--- config.mk ---
export PLATFORM = sky130hd
export DESIGN_NAME = cla_pipe_add16_flat
export DESIGN_NICKNAME = d
export VERILOG_FILES = /design/src/rtl/cla_pipe_add16_if.sv /design/src/rtl/cla_pipe_add16.sv /design/src/flat_wrapper.sv
export SDC_FILE = /design/constraint.sdc
export NUM_CORES = 1
export LEC_CHECK = 0
export CORE_ASPECT_RATIO = 0.8
export CORE_UTILIZATION = 37
export DETAILED_ROUTE_END_ITERATION = 6
export HOLD_SLACK_MARGIN = 0.05
export SYNTH_ARGS = -nofsm -noshare
export SYNTH_HDL_FRONTEND = slang
export SYNTH_SLANG_ARGS = --single-unit
--- constraint.sdc ---
create_clock -name clk -period 4.6 [get_ports clk]
set_input_delay 0.46 -clock clk [delete_from_list [all_inputs] [get_ports clk]]
set_output_delay 0.46 -clock clk [all_outputs]
set_load 0.005 [all_outputs]
--- src/rtl/cla_pipe_add16_if.sv ---
// Operand/result handshake bundle for cla_pipe_add16.
// The master side drives operands and out_ready; the slave side is the adder.
interface cla_pipe_add16_if;
    logic        in_valid;
    logic        in_ready;
    logic [15:0] A;
    logic [15:0] B;
    logic        Ci;
    logic        out_valid;
    logic        out_ready;
    logic [15:0] S;
    logic        Co;
    logic        OV;
    logic        PG;
    logic        GG;

    modport master (
        output in_valid, A, B, Ci, out_ready,
        input  in_ready, out_valid, S, Co, OV, PG, GG
    );

    modport slave (
        input  in_valid, A, B, Ci, out_ready,
        output in_ready, out_valid, S, Co, OV, PG, GG
    );
endinterface

--- src/rtl/cla_pipe_add16.sv ---
// Two-stage pipelined 16-bit carry-lookahead adder (bit P/G stage, group lookahead stage).
// Define CLA_PIPE_SAT_EN to saturate S on signed overflow instead of wrapping.
module cla_pipe_add16 #(
    parameter int WIDTH = 16,
    parameter int GROUP = 4
) (
    input logic              clk,
    input logic              rst_n,
    cla_pipe_add16_if.slave  bus
);
    localparam int NGRP = WIDTH / GROUP;

    logic [WIDTH-1:0] g_p1, p_p1;
    logic             ci_p1;
    logic             vld_p1, vld_p2;
    logic             rst_hold;
    logic [WIDTH-1:0] s_p2;
    logic             co_p2, ov_p2, pg_p2, gg_p2;

    logic             stage2_free, adv_p1, in_fire;
    logic [NGRP-1:0]  grp_pg, grp_gg, grp_cin;
    logic [WIDTH-1:0] carry_c, sum_c, s_c;
    logic             co_c, ov_c, pg_c, gg_c;

    function automatic logic lookahead_gen(input logic [3:0] g, input logic [3:0] p);
        return g[3] | (p[3] & g[2]) | (p[3] & p[2] & g[1]) | (p[3] & p[2] & p[1] & g[0]);
    endfunction

    function automatic logic [3:0] lookahead_carry(input logic [3:0] g, input logic [3:0] p,
                                                   input logic cin);
        logic [3:0] c;
        c[0] = cin;
        c[1] = g[0] | (p[0] & cin);
        c[2] = g[1] | (p[1] & g[0]) | (p[1] & p[0] & cin);
        c[3] = g[2] | (p[2] & g[1]) | (p[2] & p[1] & g[0]) | (p[2] & p[1] & p[0] & cin);
        return c;
    endfunction

`ifdef CLA_PIPE_SAT_EN
    // Overflow only happens when both operand signs agree, so G[15] alone gives the sign.
    function automatic logic [WIDTH-1:0] sat_sum(input logic [WIDTH-1:0] sum, input logic ov,
                                                 input logic neg);
        if (!ov)
            return sum;
        return neg ? {1'b1, {(WIDTH-1){1'b0}}} : {1'b0, {(WIDTH-1){1'b1}}};
    endfunction
`endif

    // in_ready is held low for one cycle after reset so nothing enters a just-cleared pipe.
    assign stage2_free  = !vld_p2 || bus.out_ready;
    assign adv_p1       = vld_p1 && stage2_free;
    assign bus.in_ready = !rst_hold && (!vld_p1 || stage2_free);
    assign in_fire      = bus.in_valid && bus.in_ready;

    always_ff @(posedge clk) begin
        if (!rst_n) begin
            rst_hold <= 1'b1;
            vld_p1   <= 1'b0;
            vld_p2   <= 1'b0;
        end else begin
            rst_hold <= 1'b0;
            if (in_fire)
                vld_p1 <= 1'b1;
            else if (adv_p1)
                vld_p1 <= 1'b0;
            if (adv_p1)
                vld_p2 <= 1'b1;
            else if (bus.out_ready)
                vld_p2 <= 1'b0;
        end
    end

    // ---- stage 1: bit generate/propagate ----
    always_ff @(posedge clk) begin
        if (in_fire) begin
            g_p1  <= bus.A & bus.B;
            p_p1  <= bus.A ^ bus.B;
            ci_p1 <= bus.Ci;
        end
    end

    always_comb begin
        grp_pg  = '0;
        grp_gg  = '0;
        grp_cin = '0;
        carry_c = '0;
        for (int k = 0; k < NGRP; k++) begin
            grp_pg[k] = &p_p1[k*GROUP +: GROUP];
            grp_gg[k] = lookahead_gen(g_p1[k*GROUP +: GROUP], p_p1[k*GROUP +: GROUP]);
        end
        grp_cin = lookahead_carry(grp_gg, grp_pg, ci_p1);
        co_c    = lookahead_gen(grp_gg, grp_pg) | (&grp_pg & ci_p1);
        for (int k = 0; k < NGRP; k++)
            carry_c[k*GROUP +: GROUP] = lookahead_carry(g_p1[k*GROUP +: GROUP],
                                                        p_p1[k*GROUP +: GROUP], grp_cin[k]);
        sum_c = p_p1 ^ carry_c;
        ov_c  = carry_c[WIDTH-1] ^ co_c;
        pg_c  = &grp_pg;
        gg_c  = lookahead_gen(grp_gg, grp_pg);
`ifdef CLA_PIPE_SAT_EN
        s_c   = sat_sum(sum_c, ov_c, g_p1[WIDTH-1]);
`else
        s_c   = sum_c;
`endif
    end

    // ---- stage 2: result register (cleared so outputs read zero around reset) ----
    always_ff @(posedge clk) begin
        if (!rst_n) begin
            s_p2  <= '0;
            co_p2 <= 1'b0;
            ov_p2 <= 1'b0;
            pg_p2 <= 1'b0;
            gg_p2 <= 1'b0;
        end else if (adv_p1) begin
            s_p2  <= s_c;
            co_p2 <= co_c;
            ov_p2 <= ov_c;
            pg_p2 <= pg_c;
            gg_p2 <= gg_c;
        end
    end

    assign bus.out_valid = vld_p2;
    assign bus.S         = s_p2;
    assign bus.Co        = co_p2;
    assign bus.OV        = ov_p2;
    assign bus.PG        = pg_p2;
    assign bus.GG        = gg_p2;
endmodule

--- src/flat_wrapper.sv ---
// flat-port wrapper written by rule: the top's interface ports become plain ports
module cla_pipe_add16_flat 
#(
    parameter int WIDTH = 16,
    parameter int GROUP = 4
)
  (clk, rst_n, bus_in_valid, bus_A, bus_B, bus_Ci, bus_out_ready, bus_in_ready, bus_out_valid, bus_S, bus_Co, bus_OV, bus_PG, bus_GG);
  cla_pipe_add16_if bus_i ();
  input logic clk;
  input logic rst_n;
  input wire logic [$bits(bus_i.in_valid)-1:0] bus_in_valid;
  input wire logic [$bits(bus_i.A)-1:0] bus_A;
  input wire logic [$bits(bus_i.B)-1:0] bus_B;
  input wire logic [$bits(bus_i.Ci)-1:0] bus_Ci;
  input wire logic [$bits(bus_i.out_ready)-1:0] bus_out_ready;
  output wire logic [$bits(bus_i.in_ready)-1:0] bus_in_ready;
  output wire logic [$bits(bus_i.out_valid)-1:0] bus_out_valid;
  output wire logic [$bits(bus_i.S)-1:0] bus_S;
  output wire logic [$bits(bus_i.Co)-1:0] bus_Co;
  output wire logic [$bits(bus_i.OV)-1:0] bus_OV;
  output wire logic [$bits(bus_i.PG)-1:0] bus_PG;
  output wire logic [$bits(bus_i.GG)-1:0] bus_GG;
  assign bus_i.in_valid = bus_in_valid;
  assign bus_i.A = bus_A;
  assign bus_i.B = bus_B;
  assign bus_i.Ci = bus_Ci;
  assign bus_i.out_ready = bus_out_ready;
  assign bus_in_ready = bus_i.in_ready;
  assign bus_out_valid = bus_i.out_valid;
  assign bus_S = bus_i.S;
  assign bus_Co = bus_i.Co;
  assign bus_OV = bus_i.OV;
  assign bus_PG = bus_i.PG;
  assign bus_GG = bus_i.GG;
  cla_pipe_add16 #(.WIDTH(WIDTH), .GROUP(GROUP)) u_core (.clk(clk), .rst_n(rst_n), .bus(bus_i));
endmodule
==> summary.md, run 1 <==
| Metric | Value |
|---|---|
| Status | `finished clean` |
| Total negative setup slack | `0 ns` |
| Max-slew headroom at the worst pin | `63.0%` |
| Pins Over Slew Limit | `0` |
| Share of synthesized registers carrying an async set or reset | `0%` |
| Power, Total | `0.000959 W` |
| Post-CTS resize count | `0` |
| # setup viols final | `0` |
| Vias in the first global route | `between 1500 and 2000` |
| Total via count after detailed routing | `approximately 1700` |
| Minimum hold slack | `between 0.4 and 0.5 ns` |
| Max Clk Rate | `between 0.4 and 0.5 GHz` |
| Unrepaired setup endpoints after global routing | `no` |
| Total CTS buffers | `5` |
| Buffer depth of the longest clock path | `2` |
| Critical path arrival | `1.72 ns` |
| Multi-input combinational cell area | `1040 sq um` |
| Mapped Area | `~2500 sq um` |
| Top Family by Delay on Critical Path | `buffers and inverters` |
| Area of the placeable core | `about 6500 sq um` |
| Number of flip-flops and latches in the synthesized netlist | `56` |
| Crit path kind | `in2out` |
| Fin crit share | `between 40% and 50%` |
| Iter 0 DRT Violations | `59` |
| Total number of clock tree sinks | `between 50 and 60` |
| Hold Fails Final Rpt | `0` |
| Number of max-cap violations | `0` |
| Half-perimeter wire length after placement | `~3.5 mm` |
| Count of port buffers added during placement | `just under 60` |
| Effective utilization at floorplan | `39.0%` |
| Final routed wirelength across all metal layers | `4.59 mm` |
| Yosys Warn Count | `0` |
| Reg-to-reg startpoint | `u_core.p_p1[3]` |
| Largest net degree at the start of global routing | `35` |
| Weighted congestion reported at the end of routability-driven placement | `around 0.74` |
| Leakage component of the power | `approximately 1.2 nW` |
| DP Worst Slack | `~2.2 ns` |
| Power density over cell area | `292 nW/um^2` |
| Top FF cell, synth | `edfxtp_1` |
| Clock tree from TritonCTS | `built` |
| Overall routing resource usage | `between 10% and 20%` |
| Quantity of hold-fixing buffers added after cts | `0` |
| Wire length of the first global-routing pass | `around 7.5 mm` |
| Number of top-level pins | `around 60` |
| Count of flip-flops with a built-in enable after synthesis | `33` |
| Signed area change from the synthesized netlist to the final layout | `29.3%` |
| Maximum resistive drop on vdd | `135 uV` |
| Cell type contributing the most total cell area after synthesis | `edfxtp_1` |
| Filler cell count in the final layout | `586` |
| Number of nets in the finished design | `about 330` |
| Die Height | `76.1 um` |
| Kind of launch point of the worst setup path | `primary input` |
| Register area | `about 1500 sq um` |
| Critical path, cell by cell | `clkdlybuf4s50_1, nor2b_1, a21oi_1, clkdlybuf4s50_1` |
| Hold Path Origin | `u_core.bus.S[3]` |
| Classification of the worst-slack hold path | `reg2reg` |
| Routed vias/inst | `~4.8` |
| Tightest Pin Transition | `between 0.5 and 0.6 ns` |
| Antenna cells | `0` |
| Ranking of synthesized cells by instance count | `edfxtp_1 (33), dfxtp_1 (23), nand2_1 (21)` |
| Critical Path Fanout Max | `5` |
| Area share of the largest cell type after synthesis | `a little under 40%` |
| Critical Path End Type | `output pin` |
| Fraction of layout instances using a drive strength above 1 | `8.79%` |
| Per-instance average area after synthesis | `12.1 sq um` |
| Count of buffering cells on the critical path with inverters included | `2` |
| Longest individual stage delay on the worst path | `approximately 0.53 ns` |
| Worst setup startpoint | `bus_out_ready` |
| Cell area after placement | `~3200 sq um` |
| Cell types occupying the most area after synthesis | `edfxtp_1 (39%), dfxtp_1 (18%), ha_1 (9.9%), a21oi_1 (3.5%), nand2_1 (3.1%)` |
| Worst Setup Slack, final | `between 2 and 2.5 ns` |
| Die Wd | `94.6 um` |
| Antenna Violating Nets Remaining | `0` |
| Most frequent cell after synthesis | `edfxtp_1` |
| Number of rows in the core area | `26` |
| DRC | `0` |
| Total gr overflow | `0` |
| Sequential element share of the synthesized area | `57.1%` |
| Clock tree root buffer cell | `clkbuf_8` |
| Required arrival time at the worst endpoint | `around 4.1 ns` |
| Worst Skew | `~0.0035 ns` |
| Insertion delay to the later sink of the worst-skew pair | `roughly 0.30 ns` |
| Post-Synthesis Net Count | `around 270` |
| Area of all placed cells without fillers | `3280 sq um` |
| Post-synth cell types | `46` |
| DRT Pass-1 Iters | `4` |
| Area enclosed by the die boundary | `7200 sq um` |
| Clock-pin slew on the worst setup and hold paths | `approximately 0.090 ns` |
| Critical Path Most Common Cell | `clkdlybuf4s50_1` |
| Routed len/inst | `~13 um` |
| Slowest stage cell on the critical path | `clkdlybuf4s50_1` |
| Synthesized netlist cell count | `210` |
| Crit path time final | `2.18 ns` |
| Htree depth | `2` |
| Initial antenna violation count | `0` |
| Post CTS Setup Buffer Count | `0` |
worst paths after layout:
check | endpoint | slack (ns) | depth (start not counted)
setup / recovery | bus_in_ready | 2.42 | 4
hold / removal | u_core.bus.S[3] | 0.46 | 2
setup reg to reg | u_core.bus.S[13] | 2.66 | 10
hold reg to reg | u_core.bus.S[3] | 0.46 | 2
where the power goes:
| part | switching [W] | internal, W | leakage [nW] | total [W] |
|---|---|---|---|---|
| clock | 0.000152 | 0.000106 | 0.0388 | 0.000258 |
| combinational | 0.0000522 | 0.0000721 | 0.613 | 0.000124 |
| sequential | 0.0000180 | 0.000559 | 0.500 | 0.000577 |
| total | 0.000222 | 0.000737 | 1.15 | 0.000959 |
through the flow:
stage	cells	utilization, %
final	357	50.5
after global routing	357	50.5
after CTS	357	50.5
after detailed placement	349	49.2
after global placement	349	49.2
after floorplan	210	-
cell usage in the layout, fill, tap and decap left out, types with 2 or more instances in the layout:
cell type / netlist / routed
xnor2_1: 7 / 7
a21oi_2: 3 / 3
dfxtp_1: 23 / 23
mux2i_1: 4 / 4
nor3_1: 2 / 2
a21oi_1: 18 / 18
nor3b_1: 2 / 2
clkinv_1: 1 / 2
nand3_1: 6 / 6
edfxtp_1: 33 / 33
ha_1: 20 / 20
and2_1: 2 / 2
o21a_1: 2 / 2
nor2_1: 16 / 16
nand4_1: 3 / 3
nand2_1: 21 / 21
o21ai_1: 6 / 6
buf_4: 0 / 2
nand2b_1: 4 / 4
clkbuf_8: 0 / 5
o21ai_0: 3 / 3
a21o_1: 2 / 2
clkdlybuf4s50_1: 0 / 58
nand2_2: 2 / 2
nor2b_1: 3 / 3
metal layers:
| metal | track usage [%] | share of wire (%) | vias up |
|---|---|---|---|
| met5 | 0 | 0 | - |
| met4 | 3.64 | 0.61 | 0 |
| met3 | 3.79 | 5.4 | 4 |
| met2 | 19.6 | 42 | 45 |
| met1 | 19.6 | 52 | 791 |
| li1 | - | - | 883 |
tightest hold or removal path, delay by kind of cell, from the launching register on:
kind	cells	cell delay [ns]
flops	1	0.32
simple gates	1	0.05
compound gates	1	0.05
layout make-up:
type | count | area share, %
Sequential cell | 56 | 44.2
Timing Repair Buffer | 60 | 18.1
Clock inverter | 2 | 0.343
Inverter | 2 | 0.229
Multi-Input combinational cell | 147 | 31.7
Clock buffer | 6 | 2.21
Tap cell | 84 | 3.20
kinds of logic (layout without fill, tap and decap cells):
family / count (synthesis) / after routing / share of synthesized area, %
AND/OR/NAND/NOR: 65 / 65 / 12.1
adder cells (fa/ha/maj): 20 / 20 / 9.85
flip-flops: 56 / 56 / 57.1
buffers and inverters: 7 / 70 / 1.92
multiplexers: 5 / 5 / 2.02
AO/OA/AOI/OAI: 49 / 49 / 14.2
XOR/XNOR: 8 / 8 / 2.76
(Power assumes the default switching activity.)
==> run 2: changes to the inputs <==
Clock period 4.6 ns to 1.8 ns, I/O delays scaled along.
==> run 2 against run 1 <==
The run now ends with negative setup slack left. Worst hold slack worse by 0.042 ns. Clock power increased to 2.7 times the previous value. Combinational power grew to 3.2 times the previous value. Sequential share of layout area shrank 3.8 points. Core utilization up 4.7 points. Clock-buffer cell count unchanged. Total power grew to 2.7 times the previous value. Setup slack worse by 2.4 ns. Sequential power rose to 2.5 times the previous value. Via count grew 5.3%.
==> summary.md, run 2 (synthesized netlist as in run 1, its figures left out) <==
| Metric | Value |
|---|---|
| Status | `complete, but fails checks` |
| Die Height | `approximately 76 um` |
| Most common cell after layout, fill and taps aside | `clkdlybuf4s50_1` |
| Power density over cell area | `just over 700 nW/um^2` |
| Antenna Violating Nets Remaining | `0` |
| Area of the placeable core | `~6500 sq um` |
| Tightest Pin Transition | `0.284 ns` |
| Initial antenna violation count | `0` |
| Total via count after detailed routing | `between 1500 and 2000` |
| Quantity of hold-fixing buffers added after cts | `0` |
| Most frequent cells in the layout | `clkdlybuf4s50_1 (58), edfxtp_1 (33), dfxtp_1 (23), nand2_1 (21), buf_4 (19)` |
| Unrepaired setup endpoints after global routing | `yes` |
| Largest net degree at the start of global routing | `20` |
| Clock tree root buffer cell | `clkbuf_8` |
| Leakage component of the power | `around 1.3 nW` |
| Final routed wirelength across all metal layers | `4.97 mm` |
| Signed area change from the synthesized netlist to the final layout | `41.4%` |
| Insertion delay to the later sink of the worst-skew pair | `about 0.31 ns` |
| Critical Path Fanout Max | `4` |
| Kind of launch point of the worst setup path | `flop` |
| Count of port buffers added during placement | `between 50 and 60` |
| Classification of the worst-slack hold path | `in2reg` |
| Max Clk Rate | `approximately 0.55 GHz` |
| Required arrival time at the worst endpoint | `2.04 ns` |
| Iter 0 DRT Violations | `36` |
| Routed vias/inst | `approximately 4.8` |
| Worst Setup Slack, final | `-0.0197 ns` |
| Register area | `~1500 sq um` |
| Critical path arrival | `about 2.1 ns` |
| Routed len/inst | `approximately 13 um` |
| Crit path kind | `reg2reg` |
| Minimum setup slack among reg-to-reg paths | `-0.02 ns` |
| Half-perimeter wire length after placement | `approximately 3.7 mm` |
| Htree depth | `2` |
| Crit path time final | `1.82 ns` |
| Total CTS buffers | `5` |
| Vias in the first global route | `about 1700` |
| Wire length of the first global-routing pass | `approximately 8 mm` |
| Number of top-level pins | `59` |
| DRC | `0` |
| DRT Pass-1 Iters | `4` |
| Clock tree from TritonCTS | `built` |
| Total negative setup slack | `-0.0197 ns` |
| Total gr overflow | `0` |
| Die Wd | `approximately 95 um` |
| Buffer depth of the longest clock path | `2` |
| Worst Skew | `~0.011 ns` |
| Effective utilization at floorplan | `39.0%` |
| Number of rows in the core area | `26` |
| # setup viols final | `1` |
| Fin crit share | `101%` |
| Number of max-cap violations | `0` |
| Minimum hold slack | `between 0.4 and 0.5 ns` |
| Filler cell count in the final layout | `between 500 and 600` |
| Pins Over Slew Limit | `0` |
| Overall routing resource usage | `14.8%` |
| Clock-pin slew on the worst setup and hold paths | `0.10 ns` |
| Fraction of layout instances using a drive strength above 1 | `roughly 22%` |
| Max-slew headroom at the worst pin | `80.9%` |
| Weighted congestion reported at the end of routability-driven placement | `between 0.7 and 0.8` |
| Total number of clock tree sinks | `56` |
| Multi-input combinational cell area | `1170 sq um` |
| Number of nets in the finished design | `348` |
| Critical Path End Type | `flop` |
| Violated checks | `negative setup slack` |
| Antenna cells | `0` |
| Maximum resistive drop on vdd | `between 300 and 400 uV` |
| Area enclosed by the die boundary | `a little over 7000 sq um` |
| DP Worst Slack | `-0.0264 ns` |
| Hold Fails Final Rpt | `0` |
## run 2: cell types whose count changed in the layout (fill, tap and decap cells not counted), sizes merged
cell / change
clkinv: +1
buf: +19
clkinvlp: -1
## run 2: final timing paths
check / start / end / depth (start not counted)
max: u_core.p_p1[3] / u_core.bus.S[11] / 8
max reg2reg: u_core.p_p1[3] / u_core.bus.S[11] / 8
min: bus_Ci / u_core.ci_p1 / 1
min reg2reg: u_core.bus.S[2] / u_core.bus.S[2] / 2
## run 2: repair_timing
action	CTS	global route
setup buffers	1	3
setup endpoints to repair	1	9
pin swaps	5	17
gates resized for setup	5	23
## run 2: area by class of cell
cell class / instances / area share (%)
clock buffer: 6 / 2.30
timing repair buffer: 79 / 21.3
clock inverter: 2 / 0.279
sequential: 56 / 40.4
multi-input combinational: 147 / 32.6
inverter: 2 / 0.209
tap: 84 / 2.93
## run 2: critical path, stage by stage (launching register included)
cell,delay [ns]
edfxtp_1,0.46
a21oi_2,0.18
o21ai_2,0.10
a21oi_4,0.21
buf_4,0.15
a21oi_2,0.05
o21ai_1,0.13
mux2_2,0.36
o22ai_2,0.11
## run 2: routing by layer
layer	up-vias	global-route usage, %	wire length [um]
li1	930	-	-
met1	841	22.1	2540
met2	39	21.2	2190
met3	5	3.59	206
met4	0	3.64	36
met5	-	0	0
## run 2: where the power goes
group,switching [W],internal (W),total [W],leakage (nW)
Sequential,0.0000440,0.00143,0.00147,0.500
Combinational,0.000163,0.000238,0.000401,0.736
Clock,0.000396,0.000308,0.000704,0.0510
Total,0.000602,0.00197,0.00258,1.29
## run 2: per-stage QoR
stage                     utilization (%)  total power, W  instance area, sq um  cells
after global routing                 55.2         0.00270                  3590    376
after global placement               51.3         0.00186                  3340    364
after floorplan                         -         0.00166                  2540    210
after detailed placement             51.3         0.00186                  3340    364
after CTS                            53.2         0.00256                  3460    373
final                                55.2         0.00258                  3590    376
==> run 3: changes to the inputs <==
Settings changed: PLACE_DENSITY set to 0.67.
Clock period 1.8 ns to 2.2 ns, I/O delays scaled along.
==> run 3 against run 2 <==
Register-to-register slack gained 0.37 ns. The run now ends clean. Wire length shrank 6.5%. Highest routed layer unchanged. Largest cell class unchanged. Combinational power shrank 33%.
==> summary.md, run 3 (synthesized netlist as in run 1, its figures left out) <==
| Metric | Value |
|---|---|
| Classification of the worst-slack hold path | `in2reg` |
| Clock-pin slew on the worst setup and hold paths | `roughly 0.1 ns` |
| Total gr overflow | `0` |
| Number of rows in the core area | `26` |
| Unrepaired setup endpoints after global routing | `no` |
| Area enclosed by the die boundary | `7200 sq um` |
| Area of the placeable core | `roughly 6500 sq um` |
| Initial antenna violation count | `0` |
| Max Clk Rate | `~0.54 GHz` |
| Hold Fails Final Rpt | `0` |
| Post CTS Setup Buffer Count | `0` |
| Effective utilization at floorplan | `around two fifths` |
| Finished Layout Cells | `around 360` |
| Hold Path End | `u_core.ci_p1` |
| Die Height | `76.1 um` |
| Reg-to-reg startpoint | `u_core.p_p1[7]` |
| Total number of clock tree sinks | `56` |
| Status | `finished clean` |
| Vias in the first global route | `approximately 1600` |
| Number of nets in the finished design | `between 300 and 400` |
| Maximum resistive drop on vdd | `266 uV` |
| Total via count after detailed routing | `roughly 1700` |
| Final routed wirelength across all metal layers | `between 4 and 5 mm` |
| Filler cell count in the final layout | `just under 600` |
| # setup viols final | `0` |
| Total negative setup slack | `0 ns` |
| Overall routing resource usage | `roughly 14%` |
| Clock tree from TritonCTS | `built` |
| Number of max-cap violations | `0` |
| Tightest Pin Transition | `0.541 ns` |
| Die Wd | `94.6 um` |
| Total CTS buffers | `5` |
| Htree depth | `2` |
| RR Endpoint | `u_core.bus.S[13]` |
| Buffer depth of the longest clock path | `2` |
| Iter 0 DRT Violations | `55` |
| Power density over cell area | `between 600 and 700 nW/um^2` |
| Clock tree root buffer cell | `clkbuf_8` |
| Hold Path Origin | `bus_Ci` |
| Signed area change from the synthesized netlist to the final layout | `30.2%` |
| Minimum setup slack among reg-to-reg paths | `between 0.3 and 0.4 ns` |
| Critical Path End Type | `flop` |
| Required arrival time at the worst endpoint | `2.40 ns` |
| DRC | `0` |
| Weighted congestion reported at the end of routability-driven placement | `about 0.76` |
| Crit path kind | `reg2reg` |
| Wire length of the first global-routing pass | `between 7 and 8 mm` |
| Insertion delay to the later sink of the worst-skew pair | `roughly 0.31 ns` |
| Count of port buffers added during placement | `58` |
| Critical Path Fanout Max | `4` |
| Critical path, cell by cell | `a21oi_1, o21ai_1, a21oi_4, a21oi_1, nand2b_1, ha_1, nor2_1, xnor2_1, mux2i_1, nor2_1` |
| Fin crit share | `83.9%` |
| Crit path time final | `between 1.5 and 2 ns` |
| Longest individual stage delay on the worst path | `about 0.43 ns` |
| R2R cell count | `10` |
| Pins Over Slew Limit | `0` |
| Most frequent cells in the layout | `clkdlybuf4s50_1 (58), edfxtp_1 (33), dfxtp_1 (23), nand2_1 (21), ha_1 (20)` |
| Kind of launch point of the worst setup path | `flop` |
| Antenna Violating Nets Remaining | `0` |
| Half-perimeter wire length after placement | `~3.5 mm` |
| Count of cells along the worst hold path | `1` |
| Fraction of layout instances using a drive strength above 1 | `under 10%` |
| Number of top-level pins | `59` |
| Worst Setup Slack, final | `around 0.35 ns` |
| Routed vias/inst | `a little under 5` |
| Slowest stage cell on the critical path | `edfxtp_1` |
| Max-slew headroom at the worst pin | `between 60% and 70%` |
| Largest net degree at the start of global routing | `35` |
| Routed len/inst | `~13 um` |
| Most common cell after layout, fill and taps aside | `clkdlybuf4s50_1` |
| Critical path arrival | `between 2 and 2.5 ns` |
| Leakage component of the power | `1.16 nW` |
| Worst Skew | `roughly 0.012 ns` |
| Post-CTS resize count | `0` |
| Antenna cells | `0` |
| DRT Pass-1 Iters | `4` |
| DP Worst Slack | `~0.34 ns` |
| Instance count after placement with tap cells included | `350` |
| Quantity of hold-fixing buffers added after cts | `0` |
[run 3: cell count changes in the layout (fill, tap and decap cells not counted), sizes merged]
cell and change:
buf -18, clkinv -1, clkinvlp +1
[run 3: per-stage QoR]
stage / cell area (sq um) / util, % / total power (W) / hold slack, ns
2_1_floorplan: 2540 / - / 0.00136 / 0.319
3_3_place_gp: 3220 / 49.5 / 0.00150 / 0.445
3_5_place_dp: 3220 / 49.5 / 0.00150 / 0.452
4_1_cts: 3310 / 50.8 / 0.00206 / 0.456
5_1_grt: 3310 / 50.8 / 0.00213 / 0.454
6_report: 3310 / 50.8 / 0.00204 / 0.462
[run 3: layout make-up]
cell class / instances / area [sq um] / share of cell area [%]
Clock inverter: 2 / 16.3 / 0.492
Tap cell: 84 / 105 / 3.18
Timing Repair Buffer: 61 / 616 / 18.6
Sequential cell: 56 / 1450 / 43.9
Multi-Input combinational cell: 147 / 1040 / 31.4
Clock buffer: 6 / 72.6 / 2.19
Inverter: 2 / 7.51 / 0.227
[run 3: where the power goes]
| group | switching (W) | internal (W) | total [W] |
|---|---|---|---|
| Combinational | 0.000112 | 0.000155 | 0.000267 |
| Clock | 0.000337 | 0.000227 | 0.000564 |
| Sequential | 0.0000363 | 0.00117 | 0.00120 |
[run 3: worst max-delay path: cells and delay by family (launching register included)]
kind	cells	cell delay, ns
and+or+nand+nor	3	0.32
AOI/OAI and AO/OA	4	0.59
DFF	1	0.43
muxes	1	0.13
adders and majority gates	1	0.20
xor gates and xnor gates	1	0.07
[run 3: how the worst max path moves through the flow]
stage	from	endpoint	slack (ns)
floorplan	u_core.bus.out_valid	u_core.ci_p1	0.27
global placement	bus_out_ready	u_core.bus.S[11]	0.39
detailed placement	bus_out_ready	u_core.bus.S[11]	0.34
CTS	u_core.p_p1[3]	u_core.bus.S[13]	0.33
global route	u_core.p_p1[6]	u_core.bus.S[13]	0.14
finish	u_core.p_p1[7]	u_core.bus.S[13]	0.35
[run 3: per-layer routing]
| metal | track usage, % | up-vias | wire length, um |
|---|---|---|---|
| met5 | 0 | - | 0 |
| met4 | 4.09 | 0 | 49 |
| met3 | 5.09 | 7 | 331 |
| met2 | 18.4 | 48 | 1910 |
| met1 | 20.5 | 798 | 2360 |
| li1 | - | 894 | - |
